### config.mk
export PLATFORM = sky130hd
export DESIGN_NAME = z_bin2bcd_seq_flat
export DESIGN_NICKNAME = d
export VERILOG_FILES = /design/src/rtl/z_bin2bcd_seq_if.sv /design/src/rtl/z_bin2bcd_seq.sv /design/src/flat_wrapper.sv
export SDC_FILE = /design/constraint.sdc
export NUM_CORES = 1
export LEC_CHECK = 0
export CAP_MARGIN = 25
export CORE_MARGIN = 10
export CORE_UTILIZATION = 51
export DETAILED_ROUTE_END_ITERATION = 12
export PLACE_DENSITY = 0.83
export SYNTH_ARGS = -nofsm -noshare
export SYNTH_HDL_FRONTEND = slang
export SYNTH_SLANG_ARGS = --single-unit
### constraint.sdc
create_clock -name clk -period 1.88 [get_ports clk]
set_input_delay 0.376 -clock clk [delete_from_list [all_inputs] [get_ports clk]]
set_output_delay 0.376 -clock clk [all_outputs]
set_load 0.005 [all_outputs]
### src/rtl/z_bin2bcd_seq_if.sv
// z_bin2bcd_seq_if: start/busy/done handshake and result bus of the binary-to-BCD converter.
// Carries the extra blank vector when BIN2BCD_BLANK_EN is defined.
interface z_bin2bcd_seq_if #(
    parameter int W      = 30,
    parameter int DIGITS = 10
);
    logic                  start;
    logic [W-1:0]          bin;
    logic                  busy;
    logic                  done;
    logic [4*DIGITS-1:0]   bcd;
`ifdef BIN2BCD_BLANK_EN
    logic [DIGITS-1:0]     blank;
    modport master (output start, bin, input busy, done, bcd, blank);
    modport slave  (input start, bin, output busy, done, bcd, blank);
`else
    modport master (output start, bin, input busy, done, bcd);
    modport slave  (input start, bin, output busy, done, bcd);
`endif
endinterface

### src/rtl/z_bin2bcd_seq.sv
// z_bin2bcd_seq: sequential double-dabble converter, one shift per clock, result held until next DONE.
// Optional leading-zero blanking output enabled by BIN2BCD_BLANK_EN.
module z_bin2bcd_seq #(
    parameter int W      = 30,
    parameter int DIGITS = 10
) (
    input logic             clk,
    input logic             rst,
    z_bin2bcd_seq_if.slave  bus
);
    localparam int CW = $clog2(W + 1);
    localparam logic [1:0] IDLE  = 2'd0;
    localparam logic [1:0] SHIFT = 2'd1;
    localparam logic [1:0] DONE  = 2'd2;

    function automatic logic fits();
        logic [127:0] p;
        p = 128'd1;
        for (int i = 0; i < DIGITS; i++) p = p * 128'd10;
        return p > ((128'd1 << W) - 128'd1);
    endfunction

    generate
        if (!fits()) begin : g_bad_digits
            $error("z_bin2bcd_seq: DIGITS too small for W");
        end
    endgenerate

    logic [1:0]          state;
    logic [W-1:0]        binreg;
    logic [4*DIGITS-1:0] acc;
    logic [4*DIGITS-1:0] adj;
    logic [4*DIGITS-1:0] nxt;
    logic [4*DIGITS-1:0] bcd_r;
    logic [CW-1:0]       cnt;

    always_comb begin
        adj = acc;
        for (int i = 0; i < DIGITS; i++)
            adj[4*i +: 4] = acc[4*i +: 4] >= 4'd5 ? acc[4*i +: 4] + 4'd3 : acc[4*i +: 4];
    end

    // accumulator value after this cycle's add-3 and shift; also the final result on the last shift
    assign nxt = {adj[4*DIGITS-2:0], binreg[W-1]};

`ifdef BIN2BCD_BLANK_EN
    logic [DIGITS-1:0] blank_n;
    logic [DIGITS-1:0] blank_r;
    logic              run;

    // blank digit i while it and every digit above it are zero; digit 0 always shows
    always_comb begin
        blank_n = '0;
        run = 1'b1;
        for (int i = DIGITS - 1; i > 0; i--) begin
            run = run & (nxt[4*i +: 4] == 4'd0);
            blank_n[i] = run;
        end
    end

    assign bus.blank = blank_r;
`endif

    always_ff @(posedge clk) begin
        if (rst) begin
            state  <= IDLE;
            binreg <= '0;
            acc    <= '0;
            cnt    <= '0;
            bcd_r  <= '0;
`ifdef BIN2BCD_BLANK_EN
            blank_r <= {{(DIGITS-1){1'b1}}, 1'b0};
`endif
        end else begin
            case (state)
                IDLE: if (bus.start) begin
                    binreg <= bus.bin;
                    acc    <= '0;
                    cnt    <= CW'(W);
                    state  <= SHIFT;
                end
                SHIFT: begin
                    acc    <= nxt;
                    binreg <= binreg << 1;
                    cnt    <= cnt - CW'(1);
                    if (cnt == CW'(1)) begin
                        state <= DONE;
                        bcd_r <= nxt;
`ifdef BIN2BCD_BLANK_EN
                        blank_r <= blank_n;
`endif
                    end
                end
                DONE:    state <= IDLE;
                default: state <= IDLE;
            endcase
        end
    end

    assign bus.busy = state == SHIFT;
    assign bus.done = state == DONE;
    assign bus.bcd  = bcd_r;
endmodule
### src/flat_wrapper.sv
// flat-port wrapper written by rule: the top's interface ports become plain ports
module z_bin2bcd_seq_flat 
#(
    parameter int W      = 30,
    parameter int DIGITS = 10
)
  (clk, rst, bus_start, bus_bin, bus_busy, bus_done, bus_bcd);
  z_bin2bcd_seq_if #(.W(W), .DIGITS(DIGITS)) bus_i ();
  input logic clk;
  input logic rst;
  input wire logic [$bits(bus_i.start)-1:0] bus_start;
  input wire logic [$bits(bus_i.bin)-1:0] bus_bin;
  output wire logic [$bits(bus_i.busy)-1:0] bus_busy;
  output wire logic [$bits(bus_i.done)-1:0] bus_done;
  output wire logic [$bits(bus_i.bcd)-1:0] bus_bcd;
  assign bus_i.start = bus_start;
  assign bus_i.bin = bus_bin;
  assign bus_busy = bus_i.busy;
  assign bus_done = bus_i.done;
  assign bus_bcd = bus_i.bcd;
  z_bin2bcd_seq #(.W(W), .DIGITS(DIGITS)) u_core (.clk(clk), .rst(rst), .bus(bus_i));
endmodule
==> impl_metrics.ini, run 1 <==
[pwr]
seqPwrFrac = 0.403
power_frac_comb = 0.079
ir_worst_vdd_uv = 629
clkPwrFrac = 0.518
internal_power_w = 0.00507
power_leakage_nw = 2.55
switchingPower_w = 0.00152
p_per_area_nw_per_um2 = 942
p_total_w = 0.00659
sw_frac_of_total = 0.231

[die]
core_sq_um = 10400
start_util = 0.526
rows = 37
die_y_um = 123
dieArea_sq_um = 15200
die_w_um = 123
ios = 75

[clocking]
hold_buffers = 0
ctsRootBufferMaster = clkbuf_8
numCtsBuffers = 17
clk_pin_slew_ns = 0.06
clockBufferDepth = 2
cts_tree = yes
htreeDepth = 4
clock-sinks = 117
clk_latency_ns = 0.53
post_cts_buffers = 0

[routing]
routed_wl_um = 14300
drc = 0
ant_nets = 0
routedWlPerCell_um = 16.5
routed_via_density = 5.78
vias = 4991
firstDrtPassIters = 5
drt-initial-drc-count = 347

[worst_setup_path]
reg2reg_slack_ns = 0.16
worst_path_dominant_cell_family = buffers and inverters
worstPathArrival_ns = 1.43
cp-end-kind = output pin
path_buf_inv = 1
worstPathMaxFanout = 2
rr_startpoint = u_core.cnt[0]$_SDFFE_PP0P_
worstPathRequired_ns = 1.50
start_kind = flop
worstSetupPathType = flop to output pin
cp_cell_sequence = clkdlybuf4s50_1
cp_slowest_cell = clkdlybuf4s50_1
r2r_end = u_core.bus.bcd[38]$_SDFFE_PP0P_
ff2ff_path_depth = 6
max_stage_delay_ns = 0.53

[timing]
slew_headroom = 0.478
clock.fmax_mhz = 553
setup_viol = 0
drv_slew = 0
finalSetupTns_ns = 0
rsz0062_at_grt = no
post-route-min-period_ns = 1.81
period_share = 0.962
fin_worst_skew_ns = 0.00682
finalHoldViolCount = 0
worst_slew_pin_slew_ns = 0.780

[grt]
grt_max_degree = 72
first_global_vias = 4803
gr-usage-all-layers = 0.184
overflow = 0
grt_pass1_wl_um = 22800
antenna_found_initial = 0

[final_layout]
nFillCells = 783
seq_area_sq_um = 2340
nNetsFinal = 769
drive_above_1_share = 0.110
final_cell_mix = dfxtp_1 (116), clkdlybuf4s50_1 (71), a21oi_1 (70), o21ai_0 (66), nand2_1 (59)
syn2layout_area_growth_pct = 28.3
final_common_cell = dfxtp_1
multi_input_area_sq_um = 2790
diodes = 0
finalInstanceArea_sq_um = 7000

[synth]
synth_edf_count = 0
synth_top_family_by_area = compound AO/OA/AOI/OAI gates
synthFlopType = dfxtp_1
synthCells = 645
postSynthAreaPerCell_sq_um = 8.45
synth-async-reset-ratio = 0
yosys.area_share.simple = 0.162
seq_area_frac_synth = 0.430
synth_fa_ha_area_frac = 0.0505
syn_nets = 700
yosysWarnings = 0
synth-seq-cells = 117
muxShareOfSynthArea = 0.0211
synth_xor_area_frac = 0.0193
synth.distinct_cells = 37
synth_compound_area_frac = 0.256
netlist_area_sq_um = 5450

[placement]
dp_hpwl_um = 9440
post_dp_cell_area_sq_um = 6320
place_congestion = 0.827
io_buffers = 74

[worst_hold_path]
min_from = rst
min_path_cells = 3
min_to = u_core.acc[23]$_SDFFE_PP0P_
hp-class = primary input to flop

[outcome]
status = finished clean

[run]
drv_cap = 0
## synthesized netlist by cell type, types with 12 or more instances
| cell | number | area (sq um) |
|---|---|---|
| nor2_1 | 58 | 218 |
| nand2_1 | 59 | 221 |
| o21ai_0 | 66 | 330 |
| ha_1 | 22 | 275 |
| nand2b_1 | 12 | 75.1 |
| o221ai_1 | 27 | 236 |
| clkbuf_1 | 27 | 101 |
| inv_1 | 28 | 105 |
| dfxtp_1 | 117 | 2340 |
| nand3_1 | 13 | 65.1 |
| a211oi_1 | 20 | 150 |
| nor3b_1 | 29 | 218 |
| a21oi_1 | 70 | 350 |
## cell families (layout without fill, tap and decap cells)
kind of cell | count (synthesis) | after routing
buffers and inverters | 75 | 157
xor gates and xnor gates | 12 | 12
AOI/OAI and AO/OA | 222 | 222
DFF | 117 | 117
muxes | 11 | 11
and+or+nand+nor | 186 | 186
adders and majority gates | 22 | 22
## what timing repair did
item	in CTS	in global routing
endpoints found under the hold margin	0	0
gates cloned	0	1
endpoints found under the setup margin	2	40
pin swaps	0	0
gates resized for setup	5	1
## state kept, by name, indices dropped and copies added (netlist names)
name	count
u_core.acc	40
u_core.binreg	30
u_core.state	2
u_core.bus.bcd	40
u_core.cnt	5
## final cells by class
type                            count  area share
Multi-Input combinational cell    453       0.399
Sequential cell                   117       0.335
Timing Repair Buffer               96       0.135
Clock buffer                       20      0.0651
Clock inverter                     12      0.0250
Tap cell                          136      0.0243
Inverter                           29      0.0166
## through the flow
stage	hold slack (ns)	util	worst slack, ns	cells
2_1_floorplan	0.441	-	0.308	645
3_3_place_gp	0.459	0.610	0.158	830
3_5_place_dp	0.465	0.610	0.0743	830
4_1_cts	0.248	0.672	0.00930	862
5_1_grt	0.274	0.675	0.0305	863
6_report	0.267	0.675	0.0706	863
## metal layers
metal / wire length (um) / track usage / vias up
li1: - / - / 2456
met1: 5980 / 0.214 / 2365
met2: 7110 / 0.311 / 149
met3: 969 / 0.0533 / 21
met4: 204 / 0.0750 / 0
met5: 0 / 0 / -
## how the worst max path moves through the flow
stage,startpoint,end,slack (ns),cells after the start
5_1_grt,u_core.acc[0]$_SDFFE_PP0P_,u_core.acc[2]$_SDFFE_PP0P_,0.03,6
2_1_floorplan,u_core.cnt[0]$_SDFFE_PP0P_,u_core.bus.bcd[21]$_SDFFE_PP0P_,0.31,7
6_report,u_core.bus.bcd[17]$_SDFFE_PP0P_,bus_bcd[17],0.07,1
4_1_cts,u_core.cnt[0]$_SDFFE_PP0P_,u_core.bus.bcd[6]$_SDFFE_PP0P_,0.009,6
3_3_place_gp,u_core.cnt[0]$_SDFFE_PP0P_,u_core.bus.bcd[34]$_SDFFE_PP0P_,0.16,6
3_5_place_dp,u_core.cnt[0]$_SDFFE_PP0P_,u_core.bus.bcd[7]$_SDFFE_PP0P_,0.07,6
## power by group through the flow
stage | registers [W] | clock network [W] | logic (W)
finish | 0.00266 | 0.00341 | 0.000522
global route | 0.00267 | 0.00355 | 0.000576
CTS | 0.00265 | 0.00343 | 0.000518
detailed placement | 0.00270 | 0 | 0.000511
global placement | 0.00269 | 0 | 0.000487
floorplan | 0.00268 | 0 | 0.000313
Power figures use the tool's default switching activity.
==> run 2: changes to the inputs <==
- CTS_CLUSTER_DIAMETER: not set -> 40
- GPL_ROUTABILITY_DRIVEN: not set -> 0
- REMOVE_ABC_BUFFERS: not set -> 1
==> impl_metrics.ini, run 2 (same netlist as run 1, synthesis figures left out) <==
[die]
die_w_um = 123
start_util = 0.526
dieArea_sq_um = 15200
die_y_um = 123
core_sq_um = 10400
ios = 75
rows = 37

[pwr]
switchingPower_w = 0.00148
power_leakage_nw = 2.54
p_per_area_nw_per_um2 = 897
ir_worst_vdd_uv = 457
sw_frac_of_total = 0.237
seqPwrFrac = 0.424
power_frac_comb = 0.086
clkPwrFrac = 0.489
internal_power_w = 0.00477

[timing]
rsz0062_at_grt = no
fin_worst_skew_ns = 0.00806
post-route-min-period_ns = 1.80
worst_slew_pin_slew_ns = 0.852
period_share = 0.956
slew_headroom = 0.430
finalHoldViolCount = 0
setup_viol = 0
clock.fmax_mhz = 557
drv_slew = 0
timing.hold.ws_ns = 0.118
worst_slack_ns = 0.0835

[run]
drv_cap = 0

[clocking]
clock-sinks = 117
ctsRootBufferMaster = clkbuf_8
post_cts_buffers = 0
cts_tree = yes
clk_latency_ns = 0.53
clk_pin_slew_ns = 0.06
numCtsBuffers = 17
htreeDepth = 4
clockBufferDepth = 2
hold_buffers = 0

[placement]
io_buffers = 74
dp_slack_ns = 0.0391
dp_hpwl_um = 9370

[worst_setup_path]
cp-end-kind = output pin
start_kind = flop
cp_cell_sequence = nand2b_4 -> inv_8 -> dlygate4sd2_1
path_buf_inv = 2
max_stage_delay_ns = 0.37
worstSetupPathType = flop to output pin
worstPathMaxFanout = 11
cp_slowest_cell = dfxtp_4
worstPathRequired_ns = 1.50
worst_path_dominant_cell_family = flip-flops
worstPathArrival_ns = 1.42

[routing]
firstDrtPassIters = 5
routedWlPerCell_um = 16.6
routed_via_density = 5.84
ant_nets = 0
drt-initial-drc-count = 400
routed_wl_um = 14300
vias = 5044
drc = 0

[final_layout]
final_common_cell = dfxtp_1
multi_input_area_sq_um = 2790
seq_area_sq_um = 2350
diodes = 0
syn2layout_area_growth_pct = 27.8
nFillCells = 809
drive_above_1_share = 0.103
nNetsFinal = 769
final_cell_mix = dfxtp_1 (116), clkdlybuf4s50_1 (71), a21oi_1 (70), o21ai_0 (66), nand2_1 (59)

[outcome]
status = finished clean

[grt]
grt_pass1_wl_um = 23300
grt_max_degree = 46
first_global_vias = 5045
overflow = 0
antenna_found_initial = 0
gr-usage-all-layers = 0.188

[worst_hold_path]
hp-class = primary input to flop
[run 2: changes by cell type in the layout (fill, tap and decap cells not counted), moves of 2 or more]
cell        change
clkbuf_1        +5
clkinvlp_4      -2
buf_4           -3
bufinv_16       -2
buf_12          +3
[run 2: area by class of cell]
cell class | instances | share of cell area
timing repair buffer | 96 | 0.140
tap | 136 | 0.0244
inverter | 29 | 0.0167
sequential | 117 | 0.337
clock buffer | 24 | 0.0661
clock inverter | 8 | 0.0144
multi-input combinational | 453 | 0.401
[run 2: worst paths after layout]
path	startpoint	to	slack [ns]	cells past startpoint
max	u_core.state[1]$_SDFFE_PP0P_	bus_busy	0.08	3
min reg2reg	u_core.bus.bcd[9]$_SDFFE_PP0P_	u_core.bus.bcd[9]$_SDFFE_PP0P_	0.47	2
min	rst	u_core.acc[3]$_SDFFE_PP0P_	0.12	2
max reg2reg	u_core.cnt[0]$_SDFFE_PP0P_	u_core.bus.bcd[24]$_SDFFE_PP0P_	0.12	6
[run 2: power groups by stage]
stage	Sequential (W)	Combinational, W	Clock, W
after floorplan	0.00268	0.000258	0
after global placement	0.00269	0.000500	0
after detailed placement	0.00270	0.000524	0
after CTS	0.00265	0.000532	0.00307
after global routing	0.00266	0.000599	0.00317
final	0.00265	0.000538	0.00306
[run 2: metal layers]
| layer | track usage | vias up | wire length, um |
|---|---|---|---|
| li1 | - | 2455 | - |
| met1 | 0.207 | 2411 | 5750 |
| met2 | 0.330 | 141 | 7460 |
| met3 | 0.0456 | 37 | 714 |
| met4 | 0.0953 | 0 | 391 |
| met5 | 0 | - | 0 |
[run 2: repair_timing]
item	in CTS	in global routing
gates cloned	0	1
setup endpoints to repair	2	27
resized for setup	6	1
[run 2: per-stage QoR]
step / area (sq um) / instances / total power, W / util / setup TNS, ns
final: 6970 / 863 / 0.00625 / 0.672 / 0
after global routing: 6970 / 863 / 0.00644 / 0.672 / 0
after CTS: 6930 / 862 / 0.00625 / 0.669 / 0
after detailed placement: 6360 / 830 / 0.00322 / 0.614 / 0
after global placement: 6360 / 830 / 0.00319 / 0.614 / 0
after floorplan: 5230 / 599 / 0.00294 / - / -93.55
==> run 3: changes to the inputs <==
- MAX_ROUTING_LAYER: not set -> met4
==> impl_metrics.ini, run 3 (same netlist as run 1, synthesis figures left out) <==
[outcome]
status = finished clean

[clocking]
clockBufferDepth = 2
hold_buffers = 0
clk_pin_slew_ns = 0.06
numCtsBuffers = 17
cts_tree = yes
clock-sinks = 117
ctsRootBufferMaster = clkbuf_8
clk_latency_ns = 0.53
htreeDepth = 4

[final_layout]
syn2layout_area_growth_pct = 27.8
final_common_cell = dfxtp_1
fin_util = 0.672
finalInstanceArea_sq_um = 6970
nFillCells = 809
diodes = 0
final_cell_mix = dfxtp_1 (116), clkdlybuf4s50_1 (71), a21oi_1 (70), o21ai_0 (66), nand2_1 (59)
drive_above_1_share = 0.103
nNetsFinal = 769

[grt]
grt_use_met3 = 0.0383
grt_pass1_wl_um = 23300
grt_max_degree = 46
first_global_vias = 5021
grt_use_met2 = 0.330
gr-usage-all-layers = 0.193
top_usage_layer = met2
antenna_found_initial = 0
overflow = 0
grtUsageMet1 = 0.212

[placement]
io_buffers = 74
post_dp_cell_area_sq_um = 6360
dp_hpwl_um = 9370

[pwr]
p_per_area_nw_per_um2 = 897
ir_worst_vdd_uv = 457
power_leakage_nw = 2.54
p_total_w = 0.00625

[routing]
drc = 0
drt-initial-drc-count = 390
vias = 5097
routed_via_density = 5.91
routed_wl_um = 14300
routedWlPerCell_um = 16.6
firstDrtPassIters = 5
ant_nets = 0

[timing]
setup_viol = 0
clock.fmax_mhz = 556
drv_slew = 0
period_share = 0.957
finalHoldViolCount = 0
fin_worst_skew_ns = 0.00831
timing.hold.ws_ns = 0.126
rsz0062_at_grt = no
post-route-min-period_ns = 1.80
slew_headroom = 0.432
worst_slew_pin_slew_ns = 0.850
finalSetupTns_ns = 0

[worst_setup_path]
start_kind = flop
worstSetupPathType = flop to output pin
worstPathRequired_ns = 1.50
cp-end-kind = output pin
worstPathArrival_ns = 1.42
worstPathMaxFanout = 11

[die]
start_util = 0.526
die_y_um = 123
ios = 75
rows = 37
die_w_um = 123
dieArea_sq_um = 15200
core_sq_um = 10400

[worst_hold_path]
hp-class = primary input to flop

[run]
drv_cap = 0
run 3: cell counts in the layout (fill, tap and decap cells not counted):
Identical to the previous run, type by type.
run 3: final cells by class:
type,count,area [sq um],share of cell area
Timing Repair Buffer,96,978,0.140
Tap cell,136,170,0.0244
Clock inverter,8,100,0.0144
Inverter,29,116,0.0167
Sequential cell,117,2350,0.337
Clock buffer,24,460,0.0661
Multi-Input combinational cell,453,2790,0.401
run 3: worst max-delay path, stage by stage, from the launching register on:
cell           delay (ns)
dfxtp_4              0.37
nand2b_4             0.17
inv_8                0.11
dlygate4sd2_1        0.25
run 3: layer usage:
| metal | up-vias | routed length [um] |
|---|---|---|
| met3 | 39 | 640 |
| met1 | 2446 | 5870 |
| met5 | - | 0 |
| met4 | 0 | 398 |
| met2 | 159 | 7440 |
| li1 | 2453 | - |
run 3: final timing paths:
path | start | endpoint | slack [ns] | cells past startpoint
worst max-delay path | u_core.state[1]$_SDFFE_PP0P_ | bus_busy | 0.08 | 3
worst min-delay path | rst | u_core.acc[3]$_SDFFE_PP0P_ | 0.13 | 2
worst max register to register | u_core.cnt[0]$_SDFFE_PP0P_ | u_core.bus.bcd[24]$_SDFFE_PP0P_ | 0.12 | 6
worst min register to register | u_core.bus.bcd[9]$_SDFFE_PP0P_ | u_core.bus.bcd[9]$_SDFFE_PP0P_ | 0.47 | 2
run 3: stage by stage:
step                setup WS (ns)  cells
floorplan                   -1.60    599
detailed placement         0.0391    830
finish                     0.0818    863
CTS                        0.0421    862
global route              0.00781    863
global placement            0.114    830
run 3: timing repair:
action,4_1_cts,5_1_grt
hold endpoints to repair,0,0
gates resized for setup,6,1
cloned,0,1
pin swaps,0,0
endpoints found under the setup margin,2,27
buffers inserted,0,0
run 3: report_power, final:
part	total [W]	switching [W]	internal [W]
logic	0.000539	0.000298	0.000242
registers	0.00265	0.0000773	0.00258
clock network	0.00306	0.00111	0.00195
total	0.00625	0.00148	0.00477
